`config.mk`:
```
export PLATFORM = sky130hd
export DESIGN_NAME = serial_rx_mc
export DESIGN_NICKNAME = d
export VERILOG_FILES = /design/src/rtl/serial_rx_mc_pkg.sv /design/src/rtl/serial_rx_lane.sv /design/src/rtl/serial_rx_mc.sv
export SDC_FILE = /design/constraint.sdc
export NUM_CORES = 1
export LEC_CHECK = 0
export ABC_AREA = 1
export CELL_PAD_IN_SITES_DETAIL_PLACEMENT = 1
export CELL_PAD_IN_SITES_GLOBAL_PLACEMENT = 1
export CORE_AREA = 3 3 329 331
export DETAILED_ROUTE_END_ITERATION = 8
export DIE_AREA = 0 0 332 334
export GPL_TIMING_DRIVEN = 0
export PLACE_DENSITY = 0.72
export RECOVER_POWER = 25
export SLEW_MARGIN = 5
export SYNTH_ARGS = -nofsm -noshare
export SYNTH_HDL_FRONTEND = slang
export SYNTH_HIERARCHICAL = 1
export SYNTH_SLANG_ARGS = --single-unit
```
`constraint.sdc`:
```
create_clock -name clk -period 21.6 [get_ports clk]
set_input_delay 4.32 -clock clk [delete_from_list [all_inputs] [get_ports clk]]
set_output_delay 4.32 -clock clk [all_outputs]
set_load 0.005 [all_outputs]
```
`src/rtl/serial_rx_mc_pkg.sv`:
```
// Shared types, widths and clamp helpers for the multi-lane serial receiver.
// Parity support is enabled with the SERIAL_RX_MC_PARITY_EN macro.
package serial_rx_mc_pkg;

    localparam int unsigned CNT_W   = 32;
    localparam int unsigned NBITS_W = 8;

    typedef enum logic [2:0] {
        S_IDLE  = 3'd0,
        S_WAIT  = 3'd1,
        S_SHIFT = 3'd2,
        S_PAR   = 3'd3,
        S_DONE  = 3'd4
    } state_t;

    // Tick counts of zero would never match; treat them as one tick.
    function automatic logic [CNT_W-1:0] clamp_min1(input logic [CNT_W-1:0] v);
        return (v == '0) ? CNT_W'(1) : v;
    endfunction

    function automatic logic [NBITS_W-1:0] clamp_nbits(input logic [NBITS_W-1:0] nb,
                                                      input logic [NBITS_W-1:0] max_nb);
        if (nb == '0)
            return NBITS_W'(1);
        else if (nb > max_nb)
            return max_nb;
        else
            return nb;
    endfunction

endpackage

```
`src/rtl/serial_rx_lane.sv`:
```
// One receive lane: working shift word written by bit index, plus an optional
// even-parity accumulator (SERIAL_RX_MC_PARITY_EN).
module serial_rx_lane
    import serial_rx_mc_pkg::*;
#(
    parameter int unsigned P_W = 64
) (
    input  logic               clk,
    input  logic               rst,
    input  logic               i_clr,
    input  logic               i_smp,
    input  logic [NBITS_W-1:0] i_idx,
    input  logic               i_bit,
`ifdef SERIAL_RX_MC_PARITY_EN
    input  logic               i_par_smp,
    output logic               o_par,
`endif
    output logic [P_W-1:0]     o_word
);

    logic [P_W-1:0] r_word;

    always_ff @(posedge clk or posedge rst) begin
        if (rst) begin
            r_word <= '0;
        end else if (i_clr) begin
            r_word <= '0;
        end else if (i_smp) begin
            for (int unsigned b = 0; b < P_W; b++) begin
                if (i_idx == NBITS_W'(b))
                    r_word[b] <= i_bit;
            end
        end
    end

    assign o_word = r_word;

`ifdef SERIAL_RX_MC_PARITY_EN
    // Running XOR over data bits and the trailing parity bit; 1 means error.
    logic r_par;

    always_ff @(posedge clk or posedge rst) begin
        if (rst)
            r_par <= 1'b0;
        else if (i_clr)
            r_par <= 1'b0;
        else if (i_smp || i_par_smp)
            r_par <= r_par ^ i_bit;
    end

    assign o_par = r_par;
`endif

endmodule

```
`src/rtl/serial_rx_mc.sv`:
```
// Multi-lane cnt-referenced serial receiver with double-buffered output.
// Optional trailing even-parity bit per lane: define SERIAL_RX_MC_PARITY_EN.
module serial_rx_mc
    import serial_rx_mc_pkg::*;
#(
    parameter int unsigned P_NCH = 4,
    parameter int unsigned P_W   = 64
) (
    input  logic                   clk,
    input  logic                   rst,
    input  logic                   i_start,
    input  logic                   i_abort,
    input  logic                   i_lsb_first,
    input  logic [P_NCH-1:0]       i_a,
    input  logic [NBITS_W-1:0]     i_nbits,
    input  logic [CNT_W-1:0]       i_n0,
    input  logic [CNT_W-1:0]       i_n1,
    input  logic [CNT_W-1:0]       i_cnt,
    output logic [P_NCH*P_W-1:0]   o_data,
    output logic                   o_valid,
    output logic                   o_busy,
    output logic [P_NCH-1:0]       o_perr
);

    state_t               r_state;
    logic [CNT_W-1:0]     r_tgt;
    logic [CNT_W-1:0]     r_n1;
    logic [NBITS_W-1:0]   r_nb;
    logic [NBITS_W-1:0]   r_bitcnt;
    logic                 r_lsb;
    logic [P_NCH*P_W-1:0] r_data;
    logic                 r_valid;
    logic                 r_busy;

    logic                 w_hit;
    logic                 w_clr;
    logic                 w_smp;
    logic                 w_last;
    logic [NBITS_W-1:0]   w_idx;
    logic [P_NCH*P_W-1:0] w_word;

    assign w_hit  = (i_cnt == r_tgt);
    assign w_clr  = (r_state == S_IDLE) && i_start && !i_abort;
    assign w_smp  = ((r_state == S_WAIT) || (r_state == S_SHIFT)) && w_hit && !i_abort;
    assign w_last = (r_bitcnt == (r_nb - NBITS_W'(1)));
    // MSB-first frames fill from the top of the clamped width so the word ends right-justified.
    assign w_idx  = r_lsb ? r_bitcnt : (r_nb - NBITS_W'(1) - r_bitcnt);

`ifdef SERIAL_RX_MC_PARITY_EN
    logic             w_par_smp;
    logic [P_NCH-1:0] w_par;
    logic [P_NCH-1:0] r_perr;

    assign w_par_smp = (r_state == S_PAR) && w_hit && !i_abort;
    assign o_perr    = r_perr;
`else
    assign o_perr    = '0;
`endif

    for (genvar k = 0; k < P_NCH; k++) begin : g_lane
        serial_rx_lane #(
            .P_W (P_W)
        ) u_lane (
            .clk       (clk),
            .rst       (rst),
            .i_clr     (w_clr),
            .i_smp     (w_smp),
            .i_idx     (w_idx),
            .i_bit     (i_a[k]),
`ifdef SERIAL_RX_MC_PARITY_EN
            .i_par_smp (w_par_smp),
            .o_par     (w_par[k]),
`endif
            .o_word    (w_word[k*P_W +: P_W])
        );
    end

    // Frame sequencer; abort from any active state takes priority over everything else.
    always_ff @(posedge clk or posedge rst) begin
        if (rst) begin
            r_state  <= S_IDLE;
            r_tgt    <= '0;
            r_n1     <= '0;
            r_nb     <= '0;
            r_bitcnt <= '0;
            r_lsb    <= 1'b0;
            r_data   <= '0;
            r_valid  <= 1'b0;
            r_busy   <= 1'b0;
`ifdef SERIAL_RX_MC_PARITY_EN
            r_perr   <= '0;
`endif
        end else begin
            r_valid <= 1'b0;
            if ((r_state != S_IDLE) && i_abort) begin
                r_state <= S_IDLE;
                r_busy  <= 1'b0;
            end else begin
                case (r_state)
                    S_IDLE: begin
                        if (i_start && !i_abort) begin
                            r_state  <= S_WAIT;
                            r_tgt    <= i_cnt + clamp_min1(i_n0);
                            r_n1     <= clamp_min1(i_n1);
                            r_nb     <= clamp_nbits(i_nbits, NBITS_W'(P_W));
                            r_lsb    <= i_lsb_first;
                            r_bitcnt <= '0;
                            r_busy   <= 1'b1;
                        end
                    end
                    S_WAIT, S_SHIFT: begin
                        if (w_hit) begin
                            r_bitcnt <= r_bitcnt + NBITS_W'(1);
                            r_tgt    <= r_tgt + r_n1;
`ifdef SERIAL_RX_MC_PARITY_EN
                            r_state  <= w_last ? S_PAR : S_SHIFT;
`else
                            r_state  <= w_last ? S_DONE : S_SHIFT;
`endif
                        end
                    end
`ifdef SERIAL_RX_MC_PARITY_EN
                    S_PAR: begin
                        if (w_hit)
                            r_state <= S_DONE;
                    end
`endif
                    S_DONE: begin
                        r_data  <= w_word;
                        r_valid <= 1'b1;
                        r_busy  <= 1'b0;
`ifdef SERIAL_RX_MC_PARITY_EN
                        r_perr  <= w_par;
`endif
                        r_state <= S_IDLE;
                    end
                    default: begin
                        r_state <= S_IDLE;
                        r_busy  <= 1'b0;
                    end
                endcase
            end
        end
    end

    assign o_data  = r_data;
    assign o_valid = r_valid;
    assign o_busy  = r_busy;

endmodule

```
==> run metrics, run 1 <==
leakage 22.8 nW; htree depth 3; total setup buffers inserted after CTS 0; CP peak stage delay 3680 ps; crit path buf inv count 3; ANT nets after route 0; CP Capture Type async pin; Sink Count 598; post-DR vias/cell 4.75; Worst Path Max Fanout 94; slew at the pin closest to its max-slew limit 5090 ps; post-layout instance area 0.0418 mm2; synth warn 6; Finished Core Util 39.6%; Max Slew Vio Count 593; internal reg-to-reg setup slack 17580 ps; Max Freq 87.1 MHz; Final #Nets 5605; Final Non-Filler Cells 6864; Inst Count DP 6733; Peak VDD IR 0.145 mV; CP max stage cell clkbuf_1; fin crit share 53.1%; syn_area_per_cell 6.81 um2; ranking of synthesized cells by area dfrtp_1 (44%), nand2_1 (24%), inv_1 (6.4%), nand3_1 (6.3%), nor2_1 (5.7%); Final Critical Period 11480 ps; worst skew pair latency 640 ps; most frequent cell after synthesis nand2_1; Final Hold Viols 0; worst relative slew slack -239%; CTS Buf Count 74; initial antenna violation count 1; count of cell types in the netlist 40; core area 0.105 mm2; FFs w/ async S/R, synth 100%; hold buffer count at cts 0; final wirelength 125000 um; Synth Instances 4955; Max clock buf depth 3; num rows 119; share of the synthesized area in the top cell type 44.4%; Syn Std Cell Area 0.0337 mm2; I/O Buffers 370; io pins 375; post-synth top area cell dfrtp_1; CTS root buffer clkbuf_16; CP startpoint rst; Final HPWL DP 96600 um; Yosys reg bits 598; wire per inst 18.2 um; largest net degree at the start of global routing 95; Routability Congestion 0.927; data arrival time of the worst path 10990 ps; First-pass DRT Iterations 7; Synth top cells by count nand2_1 (2127), dfrtp_1 (598), inv_1 (575), nor2_1 (508), nand3_1 (427); Syn-to-layout area delta 23.9%; CP cell instances dlygate4sd3_1, clkinvlp_2, clkbuf_1; CP required 21110 ps; Setup crit start kind input port; Antenna Cells 0; Hold WC Path Type flop to flop; max-cap check violation count 9; Worst R2R Start r_state[1]; failing checks capacitance limit, slew limit; Clock Pin Slew Worst Setup and Hold Paths 50 ps; sequential area share after synthesis 44.4%; Overflow after GRT 0; First DRT Iteration DRCs 1854; Die W 332 um; Pwr Density 124 mW/mm2; die height 334 um; post-CTS sizing 0; die area 0.111 mm2; Clock Skews 22.8 ps; Worst Min Path Start o_data[56]; first-pass GRT wire length 196000 um; final setup vio count 0; ys flop type dfrtp_1; Vias 32600; RSZ-0062 raised after global routing false; setup TNS 0 ps; DR DRC count 0; Initial Utilization 32.0%; status finished with violations; CTS tree done; Post-synth EDFFs 0; critical setup path kind input port to async pin; vias in the first global route 34000; delay-heaviest family, CP buffers and inverters; post-place instance area 0.0396 mm2; share of cells above drive strength 1 6.03%; gr usage total 22.3%
[sequential cells by signal (all words and copies together), names as in the netlist]
register,count
r_state,3
o_busy,1
r_n1,32
g_lane.u_lane/o_word,256
o_data,256
r_bitcnt,8
o_valid,1
r_lsb,1
r_tgt,32
r_nb,8
[per-layer routing]
layer  vias to the layer above  wire [um]  part of all wire, %  GRT usage, %
li1                      16100          -                    -             -
met1                     15800      57300                   46          29.5
met2                       592      58700                   47          37.7
met3                       157       6290                  5.0          4.25
met4                         0       2410                  1.9          5.16
met5                         -          0                    0             0
[placed cells by master (no fill, tap or decap), types with 5 or more instances in the layout]
cell type,Yosys,routed
inv_1,575,571
nand2_1,2127,2128
nand4_1,25,25
buf_4,18,17
nor2_4,13,13
clkbuf_8,0,15
nor3_1,111,112
o21bai_1,5,5
nand2_2,10,10
nor2_2,13,14
a21oi_1,65,64
clkinv_2,0,17
dfrtp_1,598,598
clkinvlp_2,0,5
buf_2,109,107
buf_8,0,7
nand3_1,427,427
xnor2_1,20,20
ha_1,71,71
or2_2,11,11
inv_2,15,13
nor2_1,508,507
xor2_1,24,24
o21a_1,13,13
clkdlybuf4s50_1,0,368
o21ai_0,46,42
nor4_1,18,18
clkbuf_16,0,75
clkbuf_1,78,98
nand3b_1,15,15
buf_1,14,14
[stage by stage]
| stage | hold WS (ps) | power [mW] | setup WS (ps) |
|---|---|---|---|
| floorplan | 449 | 2.98 | 7800 |
| global placement | 456 | 3.82 | 2290 |
| detailed placement | 459 | 3.94 | 13710 |
| CTS | 470 | 5.23 | 14400 |
| global route | 489 | 5.57 | 8650 |
| finish | 467 | 5.19 | 10120 |
[where the power goes]
group | leakage (nW) | internal, mW | total (mW) | switching (mW)
Sequential | 8.25 | 1.19 | 1.27 | 0.0790
Clock | 1.21 | 0.739 | 1.26 | 0.519
Combinational | 13.4 | 0.685 | 2.66 | 1.98
[worst register-to-register path: cells and delay by family (launching register included)]
kind / cells / cell delay, ps
buf+inv: 10 / 2230
flops: 1 / 390
simple gates: 8 / 1300
[worst paths after layout]
kind | end | cells after the start
worst max-delay path | o_data[227] | 3
worst min-delay path | o_data[56] | 2
worst max register to register | g_lane[2].u_lane/o_word[3] | 18
worst min register to register | o_data[56] | 2
max in group clk | g_lane[2].u_lane/o_word[3] | 16
min in group asynchronous | g_lane[2].u_lane/o_word[2] | 2
[layout make-up]
class                           count  area (um2)
Fill cell                       13400       63600
Multi-Input combinational cell   3548       15500
Sequential cell                   598       15000
Timing Repair Buffer              384        3830
Inverter                          590        2220
Clock buffer                      100        2120
Tap cell                         1391        1740
Buffer                            222        1050
Clock inverter                     31         317
[cell families (layout without fill, tap and decap cells)]
family,count (synthesis),after routing,share of synthesized area [%]
AND/OR/NAND/NOR,3285,3285,39.7
buffers and inverters,812,1327,9.71
flip-flops,598,598,44.4
AO/OA/AOI/OAI,141,141,2.28
adder cells (fa/ha/maj),74,74,2.81
XOR/XNOR,44,44,1.14
other,1,4,0.0111
Note: power is estimated with default switching activity, not from simulation.
==> inputs of run 2 (changes only) <==
clock period = 11.48 ns   (was 21.6 ns; I/O delays follow)
==> run metrics, run 2 (synthesis gave the netlist of run 1 again) <==
status finished with violations; failing checks capacitance limit, slew limit; post-CTS sizing 0 (unchanged); Worst Path Max Fanout 63 (-33%); core area 0.105 mm2 (unchanged); share of cells above drive strength 1 6.13% (+0.098 points); First-pass DRT Iterations 5 (-2); Die W 332 um (unchanged); critical setup path kind input port to async pin; fin crit share 52.2%; I/O Buffers 370 (unchanged); Sink Count 598 (unchanged); CP Capture Type async pin; Max clock buf depth 3 (unchanged); CTS Buf Count 75 (+1.4%); Initial Utilization 32.0% (unchanged); RSZ-0062 raised after global routing false; CP required 11400 ps (-9710 ps); Max Freq 167 MHz; vias in the first global route 34700 (+2.0%); DR DRC count 0 (unchanged); Clock Pin Slew Worst Setup and Hold Paths 60 ps (about the same); htree depth 3 (unchanged); Final #Nets 5613 (+0.14%); CTS tree done; setup TNS 0 ps (unchanged); post-place instance area 0.0397 mm2 (+0.36%); Final HPWL DP 98200 um (+1.7%); worst skew pair latency 650 ps (about the same); CTS root buffer clkbuf_16; gr usage total 22.6% (+0.36 points); first-pass GRT wire length 199000 um (+1.5%); max-cap check violation count 9 (unchanged); Pwr Density 235 mW/mm2 (+89%); Hold WC Path Type flop to flop; ANT nets after route 0 (unchanged); post-DR vias/cell 4.78 (+0.63%); hold_ws 462 ps (-4.80 ps); final setup vio count 0 (unchanged); io pins 375 (unchanged); post-layout instance area 0.0420 mm2 (+0.51%); most frequent cells in the layout nand2_1 (2127), dfrtp_1 (598), inv_1 (570); largest net degree at the start of global routing 64 (-33%); total setup buffers inserted after CTS 0 (unchanged); slew at the pin closest to its max-slew limit 3620 ps (-1470 ps); Final Hold Viols 0 (unchanged); commonest non-fill, non-tap cell in the layout nand2_1; Clock Skews 21.9 ps (-0.942 ps); final wirelength 126000 um (+1.2%); hold buffer count at cts 0 (unchanged); Power, Total 9.89 mW (+90%); Max Slew Vio Count 361 (-39%); Setup crit start kind input port; num rows 119 (unchanged); data arrival time of the worst path 5910 ps (-5080 ps); wire per inst 18.4 um (+1.1%); Vias 32900 (+0.80%); number of fillers in the final layout 13400 (+0.13%); die height 334 um (unchanged); initial antenna violation count 2 (+1); Finished Core Util 39.8% (+0.20 points); Routability Congestion 0.917 (-1.1%); worst relative slew slack -141% (+98 points); First DRT Iteration DRCs 1670 (-9.9%); Overflow after GRT 0 (unchanged); Final Critical Period 5990 ps; Syn-to-layout area delta 24.5%; Peak VDD IR 0.193 mV (+33%); die area 0.111 mm2 (unchanged); leakage 22.9 nW (+0.33%)
run 2: cell count changes in the layout (fill, tap and decap cells not counted), sizes merged, moves of 2 or more:
cell,before,now
clkinv,22,15
buf,148,156
clkinvlp,7,9
inv,588,590
diode,0,2
clkbuf,188,192
run 2: cell type report:
class / count / area [um2] / share of cell area (%)
Inverter: 590 / 2220 / 5.29
Clock inverter: 29 / 370 / 0.882
Clock buffer: 105 / 2110 / 5.02
Timing Repair Buffer: 391 / 3980 / 9.47
Multi-Input combinational cell: 3548 / 15600 / 37.0
Antenna cell: 2 / 5.00 / 0.0119
Sequential cell: 598 / 15000 / 35.6
Tap cell: 1391 / 1740 / 4.14
Buffer: 222 / 1060 / 2.52
run 2: worst max-delay path, stage by stage:
cell           delay [ps]
dlygate4sd3_1         760
clkinvlp_2            240
clkbuf_1             2560
run 2: final timing paths:
check	depth (start not counted)	to	slack (ps)	from
worst min-delay path	2	o_data[116]	460	g_lane[1].u_lane/o_word[52]
worst min register to register	2	o_data[116]	460	g_lane[1].u_lane/o_word[52]
min in group asynchronous	2	g_lane[2].u_lane/o_word[2]	2330	rst
max in group clk	7	o_data[174]	6220	i_abort
worst max-delay path	3	g_lane[2].u_lane/o_word[43]	5490	rst
worst max register to register	8	o_data[174]	7790	r_state[1]
run 2: per-stage QoR:
step	std cells	setup WS [ps]
floorplan	4958	4610
global placement	6719	1290
detailed placement	6740	5690
CTS	6874	6380
global route	6874	4770
finish	6876	5490
run 2: routing by layer:
| metal | share of wire (%) | global-route usage, % | vias up |
|---|---|---|---|
| met5 | 0 | 0 | - |
| met4 | 2.2 | 5.65 | 0 |
| met3 | 5.3 | 4.87 | 152 |
| met2 | 47 | 38.2 | 581 |
| met1 | 45 | 29.6 | 16000 |
| li1 | - | - | 16100 |
run 2: power breakdown:
| group | switching (mW) | internal [mW] |
|---|---|---|
| combinational | 3.75 | 1.33 |
| sequential | 0.149 | 2.24 |
| clock | 1.00 | 1.41 |
| total | 4.91 | 4.98 |
